File: config.mk
export PLATFORM = sky130hd
export DESIGN_NAME = hilo_muldiv_unit_flat
export DESIGN_NICKNAME = d
export VERILOG_FILES = /design/src/rtl/hilo_muldiv_unit_if.sv /design/src/rtl/hilo_muldiv_unit.sv /design/src/flat_wrapper.sv
export SDC_FILE = /design/constraint.sdc
export NUM_CORES = 1
export LEC_CHECK = 0
export CAP_MARGIN = 40
export CELL_PAD_IN_SITES_DETAIL_PLACEMENT = 0
export CELL_PAD_IN_SITES_GLOBAL_PLACEMENT = 1
export CORE_UTILIZATION = 30
export CTS_BUF_LIST = sky130_fd_sc_hd__clkbuf_8
export DETAILED_ROUTE_END_ITERATION = 7
export HOLD_SLACK_MARGIN = 0.02
export PLACE_DENSITY_LB_ADDON = 0.1
export SYNTH_ARGS = -nofsm -noshare
export SYNTH_HDL_FRONTEND = slang
export SYNTH_SLANG_ARGS = --single-unit
export TNS_END_PERCENT = 50
File: constraint.sdc
create_clock -name clk -period 12.85 [get_ports clk]
set_input_delay 1.285 -clock clk [delete_from_list [all_inputs] [get_ports clk]]
set_output_delay 1.285 -clock clk [all_outputs]
set_load 0.03 [all_outputs]
File: src/rtl/hilo_muldiv_unit_if.sv
// Core <-> HI/LO multiply/divide unit bus: op/start request, busy/done/dbz status, HI/LO readback.
interface hilo_muldiv_unit_if #(
  parameter int WIDTH = 32
);
  logic             ena;
  logic [2:0]       op;
  logic             start;
  logic [WIDTH-1:0] a;
  logic [WIDTH-1:0] b;
  logic             busy;
  logic             done;
  logic             dbz;
  logic [WIDTH-1:0] hi;
  logic [WIDTH-1:0] lo;

  modport master (output ena, op, start, a, b, input busy, done, dbz, hi, lo);
  modport slave  (input ena, op, start, a, b, output busy, done, dbz, hi, lo);
endinterface

File: src/rtl/hilo_muldiv_unit.sv
// Iterative radix-2 MULT/MULTU/DIV/DIVU unit owning HI/LO, plus MTHI/MTLO writes.
// Optional macro EARLY_OUT_EN: multiplies leave RUN once the remaining multiplier bits are zero.
module hilo_muldiv_unit #(
  parameter int               WIDTH    = 32,
  parameter logic [WIDTH-1:0] HILO_RST = '0
) (
  input  logic                clk,
  input  logic                rst,
  hilo_muldiv_unit_if.slave   core_if
);

  localparam int CW = $clog2(WIDTH + 1);
  localparam logic [2:0] OP_MULT  = 3'b001;
  localparam logic [2:0] OP_MULTU = 3'b010;
  localparam logic [2:0] OP_DIV   = 3'b011;
  localparam logic [2:0] OP_DIVU  = 3'b100;
  localparam logic [2:0] OP_MTHI  = 3'b101;
  localparam logic [2:0] OP_MTLO  = 3'b110;

  typedef enum logic [1:0] {S_IDLE, S_RUN, S_FIX} state_t;

  function automatic logic [WIDTH-1:0] abs_w(input logic signed [WIDTH-1:0] x, input logic sgn);
    return (sgn && x < 0) ? $unsigned(-x) : $unsigned(x);
  endfunction

  function automatic logic [WIDTH-1:0] neg_w(input logic [WIDTH-1:0] x, input logic en);
    return en ? (~x + 1'b1) : x;
  endfunction

  function automatic logic [2*WIDTH-1:0] neg_2w(input logic [2*WIDTH-1:0] x, input logic en);
    return en ? (~x + 1'b1) : x;
  endfunction

  state_t             state_q;
  logic [CW-1:0]      cnt_q;
  logic               busy_q, done_q, dbz_q;
  logic [WIDTH-1:0]   hi_q, lo_q;

  logic               is_mul_q, neg_q, negr_q, divz_q;
  logic [WIDTH-1:0]   a_q, mplier_q;
  logic [2*WIDTH-1:0] acc_q, mcand_q;

  logic               arith_op, signed_op, mul_op, run_last;
  logic [WIDTH-1:0]   a_abs, b_abs;
  logic [2*WIDTH-1:0] acc_d, mcand_d;
  logic [WIDTH-1:0]   mplier_d;
  logic [WIDTH:0]     rem_shift, rem_diff;
  logic [2*WIDTH-1:0] prod_fix;
  logic [WIDTH-1:0]   res_hi, res_lo;

  assign mul_op    = (core_if.op == OP_MULT) || (core_if.op == OP_MULTU);
  assign signed_op = (core_if.op == OP_MULT) || (core_if.op == OP_DIV);
  assign arith_op  = mul_op || (core_if.op == OP_DIV) || (core_if.op == OP_DIVU);
  assign a_abs     = abs_w(core_if.a, signed_op);
  assign b_abs     = abs_w(core_if.b, signed_op);

  // Step: shift-add on a widening multiplicand, or restoring subtract on {rem, quotient}
  always_comb begin
    acc_d     = acc_q;
    mcand_d   = mcand_q;
    mplier_d  = mplier_q;
    rem_shift = acc_q[2*WIDTH-1:WIDTH-1];
    rem_diff  = rem_shift - {1'b0, mplier_q};
    if (is_mul_q) begin
      if (mplier_q[0]) acc_d = acc_q + mcand_q;
      mcand_d  = mcand_q << 1;
      mplier_d = mplier_q >> 1;
    end else if (!rem_diff[WIDTH]) begin
      acc_d = {rem_diff[WIDTH-1:0], acc_q[WIDTH-2:0], 1'b1};
    end else begin
      acc_d = {rem_shift[WIDTH-1:0], acc_q[WIDTH-2:0], 1'b0};
    end
  end

`ifdef EARLY_OUT_EN
  assign run_last = (cnt_q == CW'(1)) || (is_mul_q && (mplier_d == '0));
`else
  assign run_last = (cnt_q == CW'(1));
`endif

  // Sign fix-up stage: magnitudes from the datapath become signed results
  always_comb begin
    prod_fix = neg_2w(acc_q, neg_q);
    res_hi   = prod_fix[2*WIDTH-1:WIDTH];
    res_lo   = prod_fix[WIDTH-1:0];
    if (!is_mul_q) begin
      res_hi = divz_q ? a_q : neg_w(acc_q[2*WIDTH-1:WIDTH], negr_q);
      res_lo = divz_q ? '1  : neg_w(acc_q[WIDTH-1:0], neg_q);
    end
  end

  // Operand/datapath registers carry no reset; the FSM ignores them until a start
  always_ff @(posedge clk) begin
    if (core_if.ena) begin
      if (state_q == S_IDLE && core_if.start && arith_op) begin
        is_mul_q <= mul_op;
        a_q      <= core_if.a;
        divz_q   <= !mul_op && (core_if.b == '0);
        neg_q    <= signed_op && (core_if.a[WIDTH-1] ^ core_if.b[WIDTH-1]);
        negr_q   <= signed_op && core_if.a[WIDTH-1];
        mplier_q <= b_abs;
        mcand_q  <= {{WIDTH{1'b0}}, a_abs};
        acc_q    <= mul_op ? '0 : {{WIDTH{1'b0}}, a_abs};
      end else if (state_q == S_RUN) begin
        acc_q    <= acc_d;
        mcand_q  <= mcand_d;
        mplier_q <= mplier_d;
      end
    end
  end

  always_ff @(posedge clk) begin
    if (rst) begin
      state_q <= S_IDLE;
      cnt_q   <= '0;
      busy_q  <= 1'b0;
      done_q  <= 1'b0;
      dbz_q   <= 1'b0;
      hi_q    <= HILO_RST;
      lo_q    <= HILO_RST;
    end else if (core_if.ena) begin
      done_q <= 1'b0;
      case (state_q)
        S_IDLE: begin
          if (core_if.start && arith_op) begin
            state_q <= S_RUN;
            cnt_q   <= CW'(WIDTH);
            busy_q  <= 1'b1;
            dbz_q   <= 1'b0;
          end else if (core_if.start && core_if.op == OP_MTHI) begin
            hi_q <= core_if.a;
          end else if (core_if.start && core_if.op == OP_MTLO) begin
            lo_q <= core_if.a;
          end
        end
        S_RUN: begin
          cnt_q <= cnt_q - CW'(1);
          if (run_last) state_q <= S_FIX;
        end
        S_FIX: begin
          hi_q    <= res_hi;
          lo_q    <= res_lo;
          dbz_q   <= divz_q;
          busy_q  <= 1'b0;
          done_q  <= 1'b1;
          state_q <= S_IDLE;
        end
        default: state_q <= S_IDLE;
      endcase
    end
  end

  assign core_if.busy = busy_q;
  assign core_if.done = done_q;
  assign core_if.dbz  = dbz_q;
  assign core_if.hi   = hi_q;
  assign core_if.lo   = lo_q;

endmodule

File: src/flat_wrapper.sv
// flat-port wrapper written by rule: the top's interface ports become plain ports
module hilo_muldiv_unit_flat 
#(
  parameter int               WIDTH    = 32,
  parameter logic [WIDTH-1:0] HILO_RST = '0
)
  (clk, rst, core_if_ena, core_if_op, core_if_start, core_if_a, core_if_b, core_if_busy, core_if_done, core_if_dbz, core_if_hi, core_if_lo);
  hilo_muldiv_unit_if #(.WIDTH(WIDTH)) core_if_i ();
  input  logic clk;
  input  logic rst;
  input wire logic [$bits(core_if_i.ena)-1:0] core_if_ena;
  input wire logic [$bits(core_if_i.op)-1:0] core_if_op;
  input wire logic [$bits(core_if_i.start)-1:0] core_if_start;
  input wire logic [$bits(core_if_i.a)-1:0] core_if_a;
  input wire logic [$bits(core_if_i.b)-1:0] core_if_b;
  output wire logic [$bits(core_if_i.busy)-1:0] core_if_busy;
  output wire logic [$bits(core_if_i.done)-1:0] core_if_done;
  output wire logic [$bits(core_if_i.dbz)-1:0] core_if_dbz;
  output wire logic [$bits(core_if_i.hi)-1:0] core_if_hi;
  output wire logic [$bits(core_if_i.lo)-1:0] core_if_lo;
  assign core_if_i.ena = core_if_ena;
  assign core_if_i.op = core_if_op;
  assign core_if_i.start = core_if_start;
  assign core_if_i.a = core_if_a;
  assign core_if_i.b = core_if_b;
  assign core_if_busy = core_if_i.busy;
  assign core_if_done = core_if_i.done;
  assign core_if_dbz = core_if_i.dbz;
  assign core_if_hi = core_if_i.hi;
  assign core_if_lo = core_if_i.lo;
  hilo_muldiv_unit #(.WIDTH(WIDTH), .HILO_RST(HILO_RST)) u_core (.clk(clk), .rst(rst), .core_if(core_if_i));
endmodule
==> results.yml <==
outcome:
  status: "completed"
synth:
  synthMostInstantiatedCell: "sky130_fd_sc_hd__nand2_1"
  yosysTopAreaCell: "sky130_fd_sc_hd__edfxtp_1"
  postSynth.topFlopCell: "sky130_fd_sc_hd__edfxtp_1"
  synth-seq-cells: 271
  syn_area_sq_um: 20400
  synth_sequential_area_ratio_pct: 36.2
  syn-mean-instance-area_sq_um: 8.53
  synth_edf_count: 196
  synth_fp_nets: 2565
  synth-async-reset-ratio_pct: 0
  yosysWarningCount: 0
  synth_top_area_share_pct: 28.9
  synth_cells: 2391
  yosys-top-cells-count: "251 x sky130_fd_sc_hd__nand2_1, 198 x sky130_fd_sc_hd__nor2_1, 197 x sky130_fd_sc_hd__a21oi_1"
  yosysUniqueCellTypes: 66
  synth_area_leaders: "sky130_fd_sc_hd__edfxtp_1 29%, sky130_fd_sc_hd__dfxtp_1 7.4%, sky130_fd_sc_hd__ha_1 6.2%"
routing:
  viasPerCell: 5.58
  routed-via-count: 18800
  detailedRoute.firstIterationViolations: 1524
  routed_wirelength_um: 78400
  first_pass_iters: 5
  route.antenna.remaining_nets: 0
  routed_wire_length_per_instance_um: 23.3
  post-route-drc-count: 0
power_and_ir_drop:
  power.static_leakage_nw: 8.52
  power.ir.vdd_worst_mv: 0.0622
  power_mw: 2.67
  p_per_area_nw_per_um2: 113
place:
  dp.final_hpwl_um: 57700
  buffer_ports.inserted: 137
  dp_cell_count: 3273
  globalplace.congestion: 0.859
global_routing:
  grt_max_degree: 76
  grt-ovfl-total: 0
  first_global_vias: 18500
  antenna_found_initial: 6
  grt_usage_pct: 22.2
  grt_first_pass_wirelength_um: 118000
floorplan:
  dieArea_sq_um: 69000
  fp.coreArea_sq_um: 67200
  die_h_um: 263
  die_x_um: 263
  initial_core_util_pct: 30.4
  placementRows: 95
  io_pins: 138
setup_path:
  cp-start-kind: "flop"
  cp_cell_instances: "ha_1 > fa_1 > a21o_1 > a221oi_1 > nor3_1 > o31ai_1 > and3_1 > o31ai_1 > buf_4 > a211oi_1 > o21ai_0 > xnor2_1 > o22ai_1"
  worst-endpoint-arrival_ns: 5.17
  critical_path.top_delay_family: "compound AO/OA/AOI/OAI gates"
  worst-path-max-fanout: 5
  cp_data_required_time_ns: 13.24
  timing.critical_path.slowest_cell_delay_ns: 0.86
  critical_path.most_common_cell: "sky130_fd_sc_hd__o31ai_1"
  path_class: "reg -> reg"
  timing.critical_path.slowest_stage_cell: "sky130_fd_sc_hd__a221oi_1"
  setup.worst_path.end_class: "flop"
  critical_path.n_buffers_inverters: 1
sta:
  transition_time_at_the_pin_with_the_least_slew_margin_ns: 1.04
  skew_ns: 0.0462
  period_minus_slack_ns: 4.78
  setup_viol_count_final: 0
  max_freq_mhz: 209
  setup_total_negative_slack_ns: 0
  timing.final.crit_share_pct: 37.2
  worst_slew_margin_rel_pct: 30.9
  hold_slack_ns: 0.452
  rsz0062_at_grt: "false"
  slew_viol_final: 0
  timing_hold_violations_final: 0
run:
  drv.max_cap_violation_count: 0
cells_and_area:
  num-nets-final: 2631
  final-instance-count-excl-fill: 3373
  drive_gt1_share_pct: 5.40
  area_growth_pct: 15.9
  final.fill_count: 6971
clock_network:
  clk_pin_slew_ns: 0.06
  number_of_clock_buffers_inserted_by_tritoncts: 55
  postCtsSetupRepairBufs: 0
  cts_tree: "yes"
  cts.hold.buffers_added: 0
  cts.htree.levels: 2
  maximum_count_of_clock_buffers_along_a_single_path: 3
  postCtsResizedCells: 0
  clk_latency_ns: 0.68
  cts_num_sinks: 271
  clockRootBuffer: "sky130_fd_sc_hd__clkbuf_8"
worst_hold_path:
  hold_path_class: "reg -> reg"
==> where the power goes <==
part           total, mW  leakage, nW  switching, mW  internal [mW]
Combinational      0.734         5.51          0.450          0.284
Sequential          1.08         2.42         0.0677           1.01
Clock              0.853        0.586          0.431          0.422
Total               2.67         8.52          0.949           1.72
==> layout make-up <==
| type | instances | area [sq um] | share of cell area [%] |
|---|---|---|---|
| Clock inverter | 40 | 178 | 0.752 |
| Clock buffer | 59 | 812 | 3.44 |
| Multi-Input combinational cell | 1888 | 12200 | 51.6 |
| Sequential cell | 271 | 7390 | 31.3 |
| Antenna cell | 1 | 2.50 | 0.0106 |
| Timing Repair Buffer | 170 | 1700 | 7.19 |
| Inverter | 71 | 267 | 1.13 |
| Tap cell | 873 | 1090 | 4.62 |
==> final timing paths <==
path | cells after the start | from | endpoint | slack (ns)
worst max-delay path | 13 | u_core.acc_q[0]$_DFFE_PP_ | u_core.acc_q[52]$_SDFFCE_PP0P_ | 8.07
worst min-delay path | 2 | u_core.core_if.lo[4]$_SDFFE_PP0P_ | u_core.core_if.lo[4]$_SDFFE_PP0P_ | 0.45
worst max register to register | 13 | u_core.acc_q[0]$_DFFE_PP_ | u_core.acc_q[52]$_SDFFCE_PP0P_ | 8.07
worst min register to register | 2 | u_core.core_if.lo[4]$_SDFFE_PP0P_ | u_core.core_if.lo[4]$_SDFFE_PP0P_ | 0.45
==> worst min-delay path: stages (launching register included) <==
cell,delay [ns]
sky130_fd_sc_hd__dfxtp_1,0.30
sky130_fd_sc_hd__nand2_1,0.05
sky130_fd_sc_hd__a21oi_1,0.05
==> stage by stage <==
step	instance area, sq um	util (%)	setup slack (ns)
2_1_floorplan	20400	-	3.93
3_3_place_gp	22500	33.5	7.15
3_5_place_dp	22600	33.7	7.87
4_1_cts	23600	35.2	8.13
5_1_grt	23600	35.2	7.94
6_report	23600	35.2	8.07
==> metal layers <==
metal	up-vias	share of wire, %	track usage (%)
met5	-	0	0
met4	0	1.5	4.52
met3	82	5.1	3.31
met2	492	45	35.6
met1	9286	48	31.5
li1	8955	-	-
==> cells in the final DEF (no fill, tap or decap), types with 59 or more instances in the layout <==
cell type,instances
sky130_fd_sc_hd__dfxtp_1,75
sky130_fd_sc_hd__clkbuf_8,59
sky130_fd_sc_hd__a21oi_1,197
sky130_fd_sc_hd__nand2_1,251
sky130_fd_sc_hd__nor2_1,197
sky130_fd_sc_hd__ha_1,101
sky130_fd_sc_hd__o21ai_0,190
sky130_fd_sc_hd__xnor2_1,133
sky130_fd_sc_hd__edfxtp_1,196
sky130_fd_sc_hd__inv_1,89
sky130_fd_sc_hd__a211oi_1,99
sky130_fd_sc_hd__xor2_1,107
sky130_fd_sc_hd__clkdlybuf4s50_1,136
==> sequential cells by signal, summed over array words and instances, names as in the netlist <==
name,cells
u_core.is_mul_q,1
u_core.core_if.done,1
u_core.mplier_q,32
u_core.state_q,2
u_core.core_if.dbz,1
u_core.cnt_q,6
u_core.core_if.hi,32
u_core.a_q,32
u_core.neg_q,1
u_core.core_if.lo,32
u_core.core_if.busy,1
u_core.negr_q,1
u_core.divz_q,1
u_core.mcand_q,64
u_core.acc_q,64
==> logic make-up after synthesis <==
| group | Yosys count | synth area share, % |
|---|---|---|
| AO/OA/AOI/OAI | 763 | 23.8 |
| XOR/XNOR | 242 | 10.4 |
| adder cells (fa/ha/maj) | 103 | 6.39 |
| buffers and inverters | 232 | 4.28 |
| flip-flops | 271 | 36.2 |
| multiplexers | 37 | 1.83 |
| AND/OR/NAND/NOR | 743 | 17.1 |
No activity file was read; power rests on OpenSTA's default activity.
